**src/rtl/cpu_pkg.sv**
```systemverilog
// cpu_pkg: shared opcode/funct constants, resolver state and branch-compare encodings
package cpu_pkg;
  localparam logic [31:0] RESET_PC = 32'h0000_3000;
  localparam logic [5:0] OP_SPECIAL = 6'h00, OP_REGIMM = 6'h01, OP_J = 6'h02, OP_JAL = 6'h03;
  localparam logic [5:0] OP_BEQ = 6'h04, OP_BNE = 6'h05, OP_BLEZ = 6'h06, OP_BGTZ = 6'h07;
  localparam logic [5:0] FN_JR = 6'h08, FN_JALR = 6'h09;
  localparam logic [4:0] RT_BLTZ = 5'd0, RT_BGEZ = 5'd1;
  typedef enum logic [1:0] {IDLE, WAIT, SLOT} state_e;
  typedef enum logic [2:0] {BR_ALW, BR_EQ, BR_NE, BR_LEZ, BR_GTZ, BR_LTZ, BR_GEZ} br_op_e;
endpackage

```
**src/rtl/br_cmp.sv**
```systemverilog
// br_cmp: combinational branch-condition evaluator (signed compares)
module br_cmp
  import cpu_pkg::*;
(
  input  br_op_e      op_i,
  input  logic [31:0] a_i,
  input  logic [31:0] b_i,
  output logic        taken_o
);
  logic signed [31:0] a;
  assign a = a_i;
  always_comb
    taken_o = op_i == BR_EQ  ? a_i == b_i :
              op_i == BR_NE  ? a_i != b_i :
              op_i == BR_LEZ ? a <= 0 :
              op_i == BR_GTZ ? a > 0 :
              op_i == BR_LTZ ? a < 0 :
              op_i == BR_GEZ ? a >= 0 : 1'b1;
endmodule

```
**src/rtl/br_resolve.sv**
```systemverilog
// br_resolve: ID-stage jump/branch resolver with operand stall and single delay-slot tracking
module br_resolve
  import cpu_pkg::*;
(
  input  logic        clk,
  input  logic        rst_n,
  input  logic [31:0] InstrD,
  input  logic        ValidD,
  input  logic [31:0] PCPlus4D,
  input  logic [31:0] RD1D,
  input  logic [31:0] RD2D,
  input  logic        OpndRdyD,
  input  logic        En,
  output logic        IsJBrD,
  output logic [31:0] NPCD,
  output logic [31:0] LinkD,
  output logic        StallBrD,
  output logic        DsErr
);
  state_e state_q, state_d;
  logic dserr_q, dserr_d;
  logic [5:0] op, fn;
  logic [4:0] rt;
  logic [15:0] imm;
  logic is_br, is_j, is_jr, cti, rdy, act, wait_c, issue, taken;
  logic [31:0] target;
  br_op_e cmp_op;
  assign op  = InstrD[31:26];
  assign rt  = InstrD[20:16];
  assign fn  = InstrD[5:0];
  assign imm = InstrD[15:0];
  always_comb begin
    is_br  = op inside {OP_BEQ, OP_BNE, OP_BLEZ, OP_BGTZ} || (op == OP_REGIMM && rt inside {RT_BLTZ, RT_BGEZ});
    is_j   = op == OP_J || op == OP_JAL;
    is_jr  = op == OP_SPECIAL && fn inside {FN_JR, FN_JALR};
    cti    = is_br | is_j | is_jr;
    cmp_op = !is_br          ? BR_ALW :
             op == OP_BEQ    ? BR_EQ  :
             op == OP_BNE    ? BR_NE  :
             op == OP_BLEZ   ? BR_LEZ :
             op == OP_BGTZ   ? BR_GTZ :
             rt == RT_BLTZ   ? BR_LTZ : BR_GEZ;
    target = is_j  ? {PCPlus4D[31:28], InstrD[25:0], 2'b00} :
             is_jr ? RD1D : PCPlus4D + {{14{imm[15]}}, imm, 2'b00};
  end
  br_cmp u_cmp (.op_i(cmp_op), .a_i(RD1D), .b_i(RD2D), .taken_o(taken));
  // j/jal carry their target in the instruction and never wait on forwarding
  assign rdy    = is_j | OpndRdyD;
  assign act    = ValidD & cti & (state_q != SLOT);
  assign wait_c = act & ~rdy;
  assign issue  = act & rdy;
  always_ff @(posedge clk or negedge rst_n)
    if (!rst_n) begin
      state_q <= IDLE;
      dserr_q <= 1'b0;
    end else begin
      state_q <= state_d;
      dserr_q <= dserr_d;
    end
  always_comb begin
    state_d = state_q == SLOT ? ((En & ValidD) ? IDLE : SLOT) :
              wait_c          ? WAIT :
              (issue & En)    ? SLOT : IDLE;
    dserr_d = dserr_q | (state_q == SLOT & ValidD & cti);
  end
  always_comb begin
    IsJBrD   = rst_n & issue & taken;
    StallBrD = rst_n & wait_c;
    NPCD     = IsJBrD ? target : 32'h0;
    LinkD    = PCPlus4D + 32'd4;
    DsErr    = dserr_q;
  end
endmodule

```
**config.mk**
```make
export PLATFORM = sky130hd
export DESIGN_NAME = br_resolve
export DESIGN_NICKNAME = d
export VERILOG_FILES = /design/src/rtl/cpu_pkg.sv /design/src/rtl/br_cmp.sv /design/src/rtl/br_resolve.sv
export SDC_FILE = /design/constraint.sdc
export NUM_CORES = 1
export LEC_CHECK = 0
export BUFFER_PORTS_ARGS = -buffer_cell sky130_fd_sc_hd__clkbuf_2
export CAP_MARGIN = 10
export CORE_MARGIN = 8
export CORE_UTILIZATION = 46
export DETAILED_ROUTE_END_ITERATION = 8
export GPL_TIMING_DRIVEN = 0
export HOLD_SLACK_MARGIN = 0.08
export PLACE_DENSITY = 0.9
export RECOVER_POWER = 25
export SYNTH_ARGS = -nofsm -noshare
export SYNTH_HDL_FRONTEND = slang
export SYNTH_SLANG_ARGS = --single-unit
```
**constraint.sdc**
```tcl
create_clock -name clk -period 2.85 [get_ports clk]
set_clock_uncertainty 0.05 [all_clocks]
set_input_delay 0 -clock clk [delete_from_list [all_inputs] [get_ports clk]]
set_output_delay 0 -clock clk [all_outputs]
set_load 0.02 [all_outputs]
```
# Yosys cells after proc, flatten, opt, wreduce, memory -nomap -nowiden
# Cells that the tools add are included.
dict set report word_totals {
  regBits 3
  latch_bits 0
  ramBits 0
  romBits 0
  inputBits 133
  n_memories 0
}
dict set report op_classes {
  add_sub_neg 2
  multipliers 0
  div_mod_pow 0
  n_lt_le_gt_ge 4
  eq_ne 20
  shifts 0
  muxes 19
  bitwise 16
  reduce_logical 9
}
# operator count
set op_table {}
lappend op_table {{$mux W32} 3}
lappend op_table {{$add A32 B3 Y32 const B} 1}
lappend op_table {{$add A32 B32 Y32} 1}
lappend op_table {{$eq A32 B32 Y1} 1}
lappend op_table {{$ge A32 B1 Y1 const B} 1}
lappend op_table {{$gt A32 B1 Y1 const B} 1}
lappend op_table {{$le A32 B1 Y1 const B} 1}
lappend op_table {{$lt A32 B1 Y1 const B} 1}
lappend op_table {{$ne A32 B32 Y1} 1}
lappend op_table {{$eq A6 B3 Y1 const B} 4}
lappend op_table {{$eq A6 B2 Y1 const B} 2}
lappend op_table {{$eq A6 B4 Y1 const B} 2}
lappend op_table {{$mux W2} 6}
lappend op_table {{$mux W3} 4}
lappend op_table {{$and A1 B1 Y1} 11}
lappend op_table {{$eq A3 B3 Y1 const B} 3}
lappend op_table {{$eq A3 B2 Y1 const B} 2}
lappend op_table {{$eq A6 B1 Y1 const B} 1}
lappend op_table {{$logic_not A6 Y1} 1}
lappend op_table {{$mux W1} 6}
lappend op_table {{$eq A5 B1 Y1 const B} 1}
lappend op_table {{$logic_not A5 Y1} 1}
lappend op_table {{$or A1 B1 Y1} 4}
lappend op_table {{$reduce_bool A2 Y1} 2}
lappend op_table {{other kinds (7)} 9}

# Longest topological paths before layout
# Gate-level depths: netlist of run 1.
dict set report depth {
  ltp_word 16
  mapped_depth 11
}

# Cells and area by module
# A second synthesis of run 1 with hierarchy kept.
dict set report hier_totals {
  hier_cells 531
  area_unflattened_um2 3569.7
}
# mod n_inst cells_each area_per_inst_um2
set by_module_without_submodules {}
lappend by_module_without_submodules {br_resolve 1 465 3046.7}
lappend by_module_without_submodules {br_cmp 1 66 523.0}

# Worst setup path before layout of run 1
# Ideal clock, no wire load.
dict set report synth_timing {
  path_kind {input port to output port}
  from {in InstrD[27]}
  to {out NPCD[11]}
  arrival_ps 2691
  slack_ps 109
  path_stages 10
  path_buffers 1
  path_cell_list {buf_6 -> nor4b_4 -> nor3b_2 -> nor2_1 -> a21o_1 -> a22oi_1 -> nor2_1 -> a2111o_1 -> o21bai_4 -> a2111oi_0}
}
dict set report synth_via {
  elab_chain_len 15
  word_cells_on_any_way 41
  classes_between {eq/ne (13); mux (14); bitwise (8); reduce/logical (6)}
}
# item line
set synth_rtl {}
lappend synth_rtl {{start, declared} br_resolve.sv:7} ;# input logic [31:0] InstrD,
lappend synth_rtl {{$eq A6 B3 Y1} {br_resolve.sv:33, br_resolve.sv:41}}
lappend synth_rtl {{$mux W2} br_resolve.sv:41} ;# op == OP_BGTZ ? BR_GTZ :
lappend synth_rtl {{$mux W3} br_resolve.sv:40} ;# op == OP_BLEZ ? BR_LEZ :
lappend synth_rtl {{$mux W3} br_resolve.sv:39} ;# op == OP_BNE ? BR_NE :
lappend synth_rtl {{$mux W3} br_resolve.sv:38} ;# op == OP_BEQ ? BR_EQ :
lappend synth_rtl {{$mux W3} br_resolve.sv:37} ;# cmp_op = !is_br ? BR_ALW :
lappend synth_rtl {{$eq A3 B3 Y1} br_cmp.sv:18} ;# op_i == BR_GEZ ? a >= 0 : 1'b1;
lappend synth_rtl {{$mux W1} br_cmp.sv:18}
lappend synth_rtl {{$mux W1} br_cmp.sv:17} ;# op_i == BR_LTZ ? a < 0 :
lappend synth_rtl {{$mux W1} br_cmp.sv:16} ;# op_i == BR_GTZ ? a > 0 :
lappend synth_rtl {{$mux W1} br_cmp.sv:15} ;# op_i == BR_LEZ ? a <= 0 :
lappend synth_rtl {{$mux W1} br_cmp.sv:14} ;# op_i == BR_NE ? a_i != b_i :
lappend synth_rtl {{$mux W1} br_cmp.sv:13} ;# taken_o = op_i == BR_EQ ? a_i == b_i :
lappend synth_rtl {{$and A1 B1 Y1} br_resolve.sv:67} ;# IsJBrD = rst_n & issue & taken;
lappend synth_rtl {{$mux W32 (*)} br_resolve.sv:69} ;# NPCD = IsJBrD ? target : 32'h0;
lappend synth_rtl {{end, declared} br_resolve.sv:15} ;# output logic [31:0] NPCD,
# Mark *: on every way between the ends. The rest lies on a longest branch, timed or not.

# Worst setup path in the final report of run 1
dict set report layout_timing {
  from {in InstrD[0]}
  to {out NPCD[28]}
}
dict set report layout_via {
  elab_chain_len 10
  word_cells_on_any_way 14
  classes_between {add/sub (1); eq/ne (2); mux (3); bitwise (6); reduce/logical (2)}
}
# item line
set layout_rtl {}
lappend layout_rtl {{branches (longest 9 deep; another with $add A32 B32 Y32)} n/a}
lappend layout_rtl {{$mux W32 (*)} br_resolve.sv:69}
# Mark *: on every way between the ends.

==> results of run 1 <==
## registers in the layout, indices dropped and copies added (netlist names)
signal,flops
DsErr,1
state_q,2
## logic make-up after synthesis
logic type | after synthesis | share of synthesized area
mux | 4 | 0.0114
fa+ha+maj | 31 | 0.113
flops | 3 | 0.0214
simple gates | 233 | 0.336
compound gates | 136 | 0.271
xor+xnor | 82 | 0.205
buf+inv | 34 | 0.0432
## routing by layer
| metal | vias up | part of all wire | global-route usage |
|---|---|---|---|
| li1 | 2367 | - | - |
| met3 | 46 | 0.093 | 0.0495 |
| met1 | 2312 | 0.39 | 0.331 |
| met5 | - | 0 | 0 |
| met2 | 270 | 0.49 | 0.499 |
| met4 | 0 | 0.027 | 0.102 |
## worst max-delay path: cells and delay by family
kind                     cells  cell delay [ps]
AO/OA/AOI/OAI                8             1680
multiplexers                 1              120
buffers and inverters        2              350
adder cells (fa/ha/maj)      2              600
## repair_timing
item                                    CTS  global route
hold endpoints to repair                  5             0
gates cloned                              0             0
gates resized for setup                  12            28
setup buffers                             1             1
hold buffers                              5             0
endpoints found under the setup margin    8            28
pin swaps                                 3            10
## stage by stage
stage                     setup TNS, ps  instance area [µm²]
after floorplan                       0                 3510
after global placement             -851                 4620
after detailed placement          -1560                 4620
after CTS                          -201                 4770
after global routing              -83.7                 4890
final                                 0                 4890
## Yosys cell counts, types with 3 or more instances
cell,number
a31oi_1,7
o21a_1,5
nor3_1,16
xor2_1,16
and3_1,11
nor4_1,12
and2_1,3
nand2b_1,6
o31a_1,3
a221oi_1,3
inv_1,15
or3_1,4
xnor2_1,66
nand3_1,27
clkbuf_1,14
o211ai_1,6
dfrtp_1,3
nor4b_1,3
nand4_1,14
a21oi_1,25
mux2i_1,4
a22oi_1,4
o21ai_0,27
a21o_1,11
o311ai_0,3
a211oi_1,17
and4_1,4
nor2_1,74
nand2_1,47
nor2b_1,3
ha_1,30
nor4_2,5
## area by class of cell
type / instances / area (µm²)
Tap cell: 102 / 128
Sequential cell: 3 / 75.1
Timing Repair Buffer: 204 / 1040
Buffer: 18 / 91.3
Fill cell: 718 / 2680
Clock buffer: 4 / 45.0
Multi-Input combinational cell: 486 / 3450
Inverter: 15 / 56.3
## path summary, 6_finish.rpt
kind,startpoint,endpoint,depth (start not counted)
setup / recovery,InstrD[0],NPCD[28],13
hold / removal,ValidD,state_q[0],5
setup reg to reg,state_q[0],state_q[1],5
hold reg to reg,DsErr,DsErr,1
max in group asynchronous,rst_n,state_q[1],3
min in group asynchronous,rst_n,state_q[0],3
## power groups by stage
stage | Sequential, W | Combinational [W] | Clock, W
after floorplan | 0.0000514 | 0.000491 | 0
after global placement | 0.0000482 | 0.000766 | 0
after detailed placement | 0.0000483 | 0.000782 | 0
after CTS | 0.0000479 | 0.000806 | 0.000126
after global routing | 0.0000480 | 0.000919 | 0.000132
final | 0.0000480 | 0.000851 | 0.000127
==> results.json, run 1 <==
{
  "dp_hpwl_um": 13400,
  "final_hold_viol_count": 0,
  "hold_class": "in2reg",
  "layout.cells.non_filler": 832,
  "worstSetupPathType": "in2out",
  "drv_slew": 0,
  "syn_avg_cell_area_um2": 6.71,
  "switching_share": 0.511,
  "diodes": 0,
  "critPathArrivalTime_ps": 2760,
  "num_rows": 32,
  "yosys_warnings": 0,
  "leakage_nw": 2.20,
  "power.share.clock": 0.124,
  "layout-drive-gt1-share": 0.310,
  "setup-violations-final": 0,
  "comb_power_share": 0.829,
  "status": "complete, no violations",
  "routed_via_density": 6.00,
  "die_width_um": 103,
  "cp_max_fo": 4,
  "cp-end-kind": "output port",
  "max-cap-violations": 0,
  "clk_pin_slew_ps": 30,
  "p_per_area_nw_per_um2": 210,
  "fin_crit_sh": 0.987,
  "synth_area_leader_cell": "xnor2_1",
  "synth_ff_type": "dfrtp_1",
  "die_area_um2": 10700,
  "post-route-util": 0.646,
  "grt_pass1_wl_um": 24100,
  "ir_worst_vdd_uv": 110,
  "rsz0062_at_grt": "true",
  "routed_wl_um": 16000,
  "final_common_cell": "clkbuf_2",
  "r2r_slack_ps": 1340,
  "num_vias": 4995,
  "worstPathCellList": "clkbuf_2 > ha_4 > fa_2 > a211oi_2 > o21ai_2 > a31oi_1 > a21o_1 > a211o_1 > a311oi_4 > a21oi_1 > mux2i_1 > a211oi_1 > clkbuf_2",
  "critPathSlowestCell": "fa_2",
  "worst_pin_slew_ps": 817,
  "routedWlPerCell_um": 19.3,
  "cts.sinks": 3,
  "htree_levels": 1,
  "final_cell_mix": "clkbuf_2, nor2_1, xnor2_1, nand2_1, clkbuf_1",
  "cpPeakStageDelay_ps": 420,
  "antenna_found_initial": 0,
  "crit_top_cell": "clkbuf_2",
  "p_sw_w": 0.000524,
  "grt_max_degree": 17,
  "ios": 200,
  "maxSlewHeadroom": 0.453,
  "synthCells": 523,
  "synth-seq-area-share": 0.0214,
  "clkLatencyLatePin_ps": 220,
  "synth_edf_count": 0,
  "fmax_mhz": 355,
  "dpl.cell_count": 822,
  "synthesis.area_um2": 3510,
  "drtIter0Drc": 277,
  "fin_crit_ps": 2810,
  "fp.dieH_um": 103,
  "p_int_w": 0.000502,
  "grt_pass1_vias": 4942,
  "syn-num-nets": 687,
  "cts_tree": "done",
  "clockRootBuffer": "clkbuf_8",
  "initial_core_util": 0.463,
  "synth_area_leaders": "xnor2_1, ha_1, nor2_1",
  "fin_hold_ws_ps": 162,
  "syn2layout_area_growth_pct": 39.4,
  "ys_types": 58,
  "p_total_w": 0.00103,
  "drc": 0,
  "antenna_left": 0,
  "grtUsageTotal": 0.282,
  "portBuffers": 197,
  "core_area_um2": 7570,
  "pwr-share-seq": 0.047,
  "nets": 895,
  "post-place-ws_ps": -495,
  "cp_data_required_time_ps": 2800,
  "synthArstFlopShare": 1.00,
  "synth_top_area_frac": 0.165,
  "startpoint_type": "input pin",
  "drt_pass1_iterations": 5,
  "ys_ff_latch": 3,
  "cts_buffers": 3,
  "timing.final.ws_setup_ps": 36.4,
  "place_congestion": 0.960,
  "grt.overflow.total": 0,
  "clk_path_buf_depth": 2
}
No activity file was read; power rests on OpenSTA's default activity.
==> inputs of run 2 (changes only) <==
--- a/config.mk
+++ b/config.mk
@@ -9,6 +9,7 @@
 export CAP_MARGIN = 10
 export CORE_MARGIN = 8
 export CORE_UTILIZATION = 46
+export CTS_BUF_LIST = sky130_fd_sc_hd__clkbuf_16
 export DETAILED_ROUTE_END_ITERATION = 8
 export GPL_TIMING_DRIVEN = 0
 export HOLD_SLACK_MARGIN = 0.08
==> run 2 against run 1 <==
  * Register-to-register slack is essentially flat
  * Setup slack better by 8.4 ps
  * First-iteration DRC count fell by 18%
  * Via count up 0.40%
  * Final cell count did not move
  * Power up 8.9%
  * Largest cell class unchanged
  * Highest routed layer unchanged
==> results.json, run 2 (synthesis results as in run 1) <==
{
  "final_common_cell": "clkbuf_2",
  "timing.rr.start": "state_q[0]",
  "clk_path_buf_depth": 2,
  "cts_tree": "done",
  "routed_wl_um": 16000,
  "clockRootBuffer": "clkbuf_16",
  "grt.overflow.total": 0,
  "drc": 0,
  "drv_slew": 0,
  "fin_crit_ps": 2810,
  "largest_register": "state_q",
  "grt_pass1_vias": 4955,
  "num_vias": 5015,
  "r2r_slack_ps": 1340,
  "min_to": "state_q[0]",
  "routed_via_density": 6.03,
  "layout-drive-gt1-share": 0.310,
  "leakage_nw": 2.21,
  "final_hold_viol_count": 0,
  "initial_core_util": 0.463,
  "grtUsageTotal": 0.283,
  "clk_pin_slew_ps": 30,
  "routedWlPerCell_um": 19.2,
  "r2r-end": "state_q[1]",
  "fmax_mhz": 356,
  "ios": 200,
  "die_width_um": 103,
  "drt_pass1_iterations": 5,
  "fp.dieH_um": 103,
  "cts.sinks": 3,
  "cp_data_required_time_ps": 2800,
  "diodes": 0,
  "worst-r2r-cell-count": 5,
  "post-route-util": 0.649,
  "worstSetupPathType": "in2out",
  "die_area_um2": 10700,
  "htree_levels": 1,
  "maxSlewHeadroom": 0.454,
  "clkLatencyLatePin_ps": 230,
  "worst_pin_slew_ps": 817,
  "hold_class": "in2reg",
  "holdCritStartpoint": "ValidD",
  "max-cap-violations": 0,
  "startpoint_type": "input pin",
  "antenna_found_initial": 0,
  "hold_path_depth": 5,
  "largest_register_ffs": 2,
  "cts_buffers": 3,
  "status": "complete, no violations",
  "syn2layout_area_growth_pct": 40.0,
  "antenna_left": 0,
  "ir_worst_vdd_uv": 177,
  "critPathArrivalTime_ps": 2760,
  "grt_pass1_wl_um": 24100,
  "num_rows": 32,
  "nets": 895,
  "final_cell_mix": "clkbuf_2, nor2_1, xnor2_1, nand2_1",
  "setup-violations-final": 0,
  "place_congestion": 0.960,
  "core_area_um2": 7570,
  "grt_max_degree": 17,
  "drtIter0Drc": 227,
  "fin_setup_tns_ps": 0,
  "fin_crit_sh": 0.984,
  "p_per_area_nw_per_um2": 228,
  "portBuffers": 197,
  "dp_hpwl_um": 13400,
  "cp-end-kind": "output port",
  "cp_max_fo": 7
}
[run 2: metal layers]
metal  wire [µm]  global-route usage  part of all wire  vias to the layer above
li1            -                   -                 -                     2360
met1        6140               0.331              0.38                     2299
met2        7760               0.499              0.49                      306
met3        1650              0.0522              0.10                       50
met4         429               0.107             0.027                        0
met5           0                   0                 0                        -
[run 2: report_power, final]
group	internal, W	total (W)	switching, W
Clock	0.000181	0.000221	0.0000397
Sequential	0.0000462	0.0000479	0.00000168
Combinational	0.000359	0.000848	0.000489
[run 2: worst max-delay path by stage]
stage | start | to | slack, ps | cells past startpoint
finish | PCPlus4D[2] | NPCD[28] | 40 | 13
detailed placement | InstrD[15] | NPCD[29] | -500 | 12
floorplan | InstrD[27] | NPCD[11] | 110 | 10
CTS | InstrD[1] | NPCD[31] | -70 | 11
global route | PCPlus4D[2] | NPCD[30] | -50 | 13
global placement | InstrD[15] | NPCD[29] | -250 | 12
[run 2: stage by stage]
step	cells	instance area, µm²	hold WS, ps	setup WS (ps)	total power (W)
global placement	822	4620	-245	-248	0.000815
CTS	832	4800	152	-70.0	0.00107
global route	832	4910	181	-54.6	0.00119
finish	832	4910	166	44.8	0.00112
detailed placement	822	4620	-239	-495	0.000830
floorplan	523	3510	-346	109	0.000543
[run 2: area by class of cell]
type	count	area, µm²
clock buffers	3	75.1
clock inverters	1	3.75
multi-input cells	486	3440
well taps	102	128
flip-flops and latches	3	75.1
fillers	713	2660
repair buffers	204	1040
plain buffers	18	91.3
inverters	15	56.3
[run 2: repair_timing]
item	CTS	global route
pin swaps	3	11
hold endpoints to repair	5	0
gates resized for setup	12	27
endpoints found under the setup margin	8	28
hold buffers	5	0
cloned	0	0
setup buffers	1	1
[run 2: critical path, cell delays in order]
cell and delay (ps):
buf_4 140, ha_4 180, fa_2 390, a211oi_2 290, o21ai_2 100, a31oi_1 200, a21o_1 160, a211o_1 250
a311oi_4 150, a21oi_1 240, mux2i_1 120, a211oi_1 310, clkbuf_2 230
==> inputs of run 3 (changes only) <==
--- a/config.mk
+++ b/config.mk
@@ -15,6 +15,7 @@
 export HOLD_SLACK_MARGIN = 0.08
 export PLACE_DENSITY = 0.9
 export RECOVER_POWER = 25
+export SETUP_SLACK_MARGIN = 0.4
 export SYNTH_ARGS = -nofsm -noshare
 export SYNTH_HDL_FRONTEND = slang
 export SYNTH_SLANG_ARGS = --single-unit
==> run 3 against run 2 <==
  * The flow now finishes with violations (DRC)
  * Sequential power about the same
  * Critical endpoint is now NPCD[29]
  * Critical path type unchanged
  * Largest power group unchanged
  * Via count increased by 12%
  * Clock-buffer cell count unchanged
==> results.json, run 3 (synthesis results as in run 1) <==
{
  "critPathSlowestCell": "nor4b_4",
  "comb_power_share": 0.804,
  "drc": 1,
  "fillers": 469,
  "die_area_um2": 10700,
  "cp.buffers_inverters": 3,
  "final_hold_viol_count": 0,
  "post-place-ws_ps": -226,
  "cp-end-kind": "output port",
  "worstPathCellList": "buf_2 > ha_4 > buf_6 > and4_4 > nand4_1 > nor4b_4 > o311ai_4 > a21boi_2 > o21a_1 > nand3_1 > o41a_1 > a211oi_2 > buf_4",
  "clkLatencyLatePin_ps": 230,
  "timing.final.ws_setup_ps": 171,
  "grt_pass1_vias": 5392,
  "drtIter0Drc": 450,
  "diodes": 0,
  "critPathArrivalTime_ps": 2630,
  "wl_met2_um": 9580,
  "nets": 916,
  "place_congestion": 0.965,
  "routed_via_density": 6.59,
  "dp_hpwl_um": 13300,
  "clockRootBuffer": "clkbuf_16",
  "syn2layout_area_growth_pct": 75.6,
  "cts_buffers": 3,
  "p_total_w": 0.00140,
  "holdCritStartpoint": "InstrD[25]",
  "setup-violations-final": 0,
  "rsz0062_at_grt": "true",
  "grt_max_degree": 17,
  "final_common_cell": "clkbuf_2",
  "antenna_found_initial": 0,
  "leakage_nw": 2.63,
  "violations": "DRC",
  "pwr-share-seq": 0.034,
  "drt-met1-wl_um": 6570,
  "startpoint": "InstrD[13]",
  "power.share.clock": 0.161,
  "htree_levels": 1,
  "fp.dieH_um": 103,
  "largest_register": "state_q",
  "hold_class": "in2out",
  "p_sw_w": 0.000673,
  "maxSlewHeadroom": 0.465,
  "cts.sinks": 3,
  "final_cell_mix": "clkbuf_2, nor2_1, xnor2_1, nand2_1, buf_4",
  "portBuffers": 197,
  "maxUsedRoutingLayer": "met4",
  "fmax_mhz": 373,
  "core_area_um2": 7570,
  "cpPeakStageDelay_ps": 400,
  "largest_register_ffs": 2,
  "worst-r2r-cell-count": 3,
  "routedWlPerCell_um": 23.5,
  "layout.area.seq_um2": 75.1,
  "drt_pass1_iterations": 8,
  "grt_pass1_wl_um": 26300,
  "status": "finished, violations left",
  "initial_core_util": 0.463,
  "num_rows": 32,
  "grt.overflow.total": 0,
  "multi_input_area_um2": 4190,
  "antenna_left": 0,
  "dr_wl_met3_um": 2350,
  "max-cap-violations": 0,
  "p_int_w": 0.000727,
  "worst_pin_slew_ps": 801,
  "ios": 200,
  "drv_slew": 0,
  "grtUsageTotal": 0.308,
  "layout-drive-gt1-share": 0.437,
  "startpoint_type": "input pin",
  "switching_share": 0.481,
  "cp_max_fo": 7,
  "clk_path_buf_depth": 2,
  "cp_num_cells": 13,
  "r2r-end": "state_q[1]",
  "cp_top_family": "compound AO/OA/AOI/OAI gates",
  "cp_data_required_time_ps": 2800,
  "cts_tree": "done",
  "worstSetupPathType": "in2out",
  "routed_wl_um": 20000,
  "crit_end": "NPCD[29]",
  "fin_crit_ps": 2680,
  "fin_crit_sh": 0.940,
  "timing.rr.start": "state_q[1]",
  "ir_worst_vdd_uv": 142,
  "p_per_area_nw_per_um2": 227,
  "num_vias": 5625,
  "die_width_um": 103,
  "r2r_slack_ps": 1860
}
-- run 3: cell count changes in the layout (fill, tap and decap cells not counted), moves of 6 or more --
| cell | before | now |
|---|---|---|
| buf_4 | 6 | 38 |
| buf_6 | 2 | 32 |
| clkbuf_2 | 178 | 126 |
| ha_1 | 28 | 15 |
| ha_4 | 2 | 14 |
| nor3_1 | 14 | 8 |
| nor4_4 | 1 | 7 |
| o21ai_0 | 26 | 20 |
| xnor2_1 | 65 | 46 |
| xnor2_2 | 0 | 15 |
-- run 3: per-stage QoR --
stage / cells / instance area, µm² / hold slack (ps) / util / setup TNS, ps
floorplan: 523 / 3540 / -346 / - / 0
global placement: 822 / 4650 / -239 / 0.615 / -484
detailed placement: 822 / 4650 / -242 / 0.615 / -549
CTS: 844 / 5350 / 237 / 0.707 / 0
global route: 853 / 6160 / 289 / 0.814 / 0
finish: 853 / 6160 / 271 / 0.814 / 0
-- run 3: power groups by stage --
stage	combinational [W]	sequential, W	clock [W]
2_1_floorplan	0.000497	0.0000514	0
3_3_place_gp	0.000778	0.0000482	0
3_5_place_dp	0.000791	0.0000484	0
4_1_cts	0.000901	0.0000480	0.000219
5_1_grt	0.00119	0.0000484	0.000229
6_report	0.00113	0.0000481	0.000226
-- run 3: how the worst min path moves through the flow --
| stage | slack (ps) | cells past startpoint | to |
|---|---|---|---|
| after floorplan | -350 | 0 | DsErr |
| after global placement | -240 | 1 | DsErr |
| after detailed placement | -240 | 1 | DsErr |
| after CTS | 240 | 6 | state_q[0] |
| after global routing | 290 | 4 | NPCD[27] |
| final | 270 | 4 | NPCD[27] |
-- run 3: final cells by class --
class                      count  share of cell area
tap                          102              0.0207
inverter                      15             0.00914
sequential                     3              0.0122
clock inverter                 1            0.000610
clock buffer                   3              0.0122
multi-input combinational    486               0.681
buffer                        19              0.0217
timing repair buffer         224               0.242
-- run 3: routing by layer --
metal | GRT usage | vias up
li1 | - | 2409
met1 | 0.355 | 2494
met2 | 0.541 | 533
met3 | 0.0569 | 189
met4 | 0.140 | 0
met5 | 0 | -
-- run 3: worst reg2reg max path, stage by stage, from the launching register on --
cell and delay, ps:
dfrtp_1 390, nand2_1 110, nand2_1 130, o21ai_0 220
-- run 3: timing repair --
action                     4_1_cts  5_1_grt
gates cloned                     1        1
hold buffers                     5        0
hold endpoints to repair         5        0
buffers inserted                12        8
setup endpoints to repair       34       36
pin swaps                       41       40
gates resized for setup         84      230
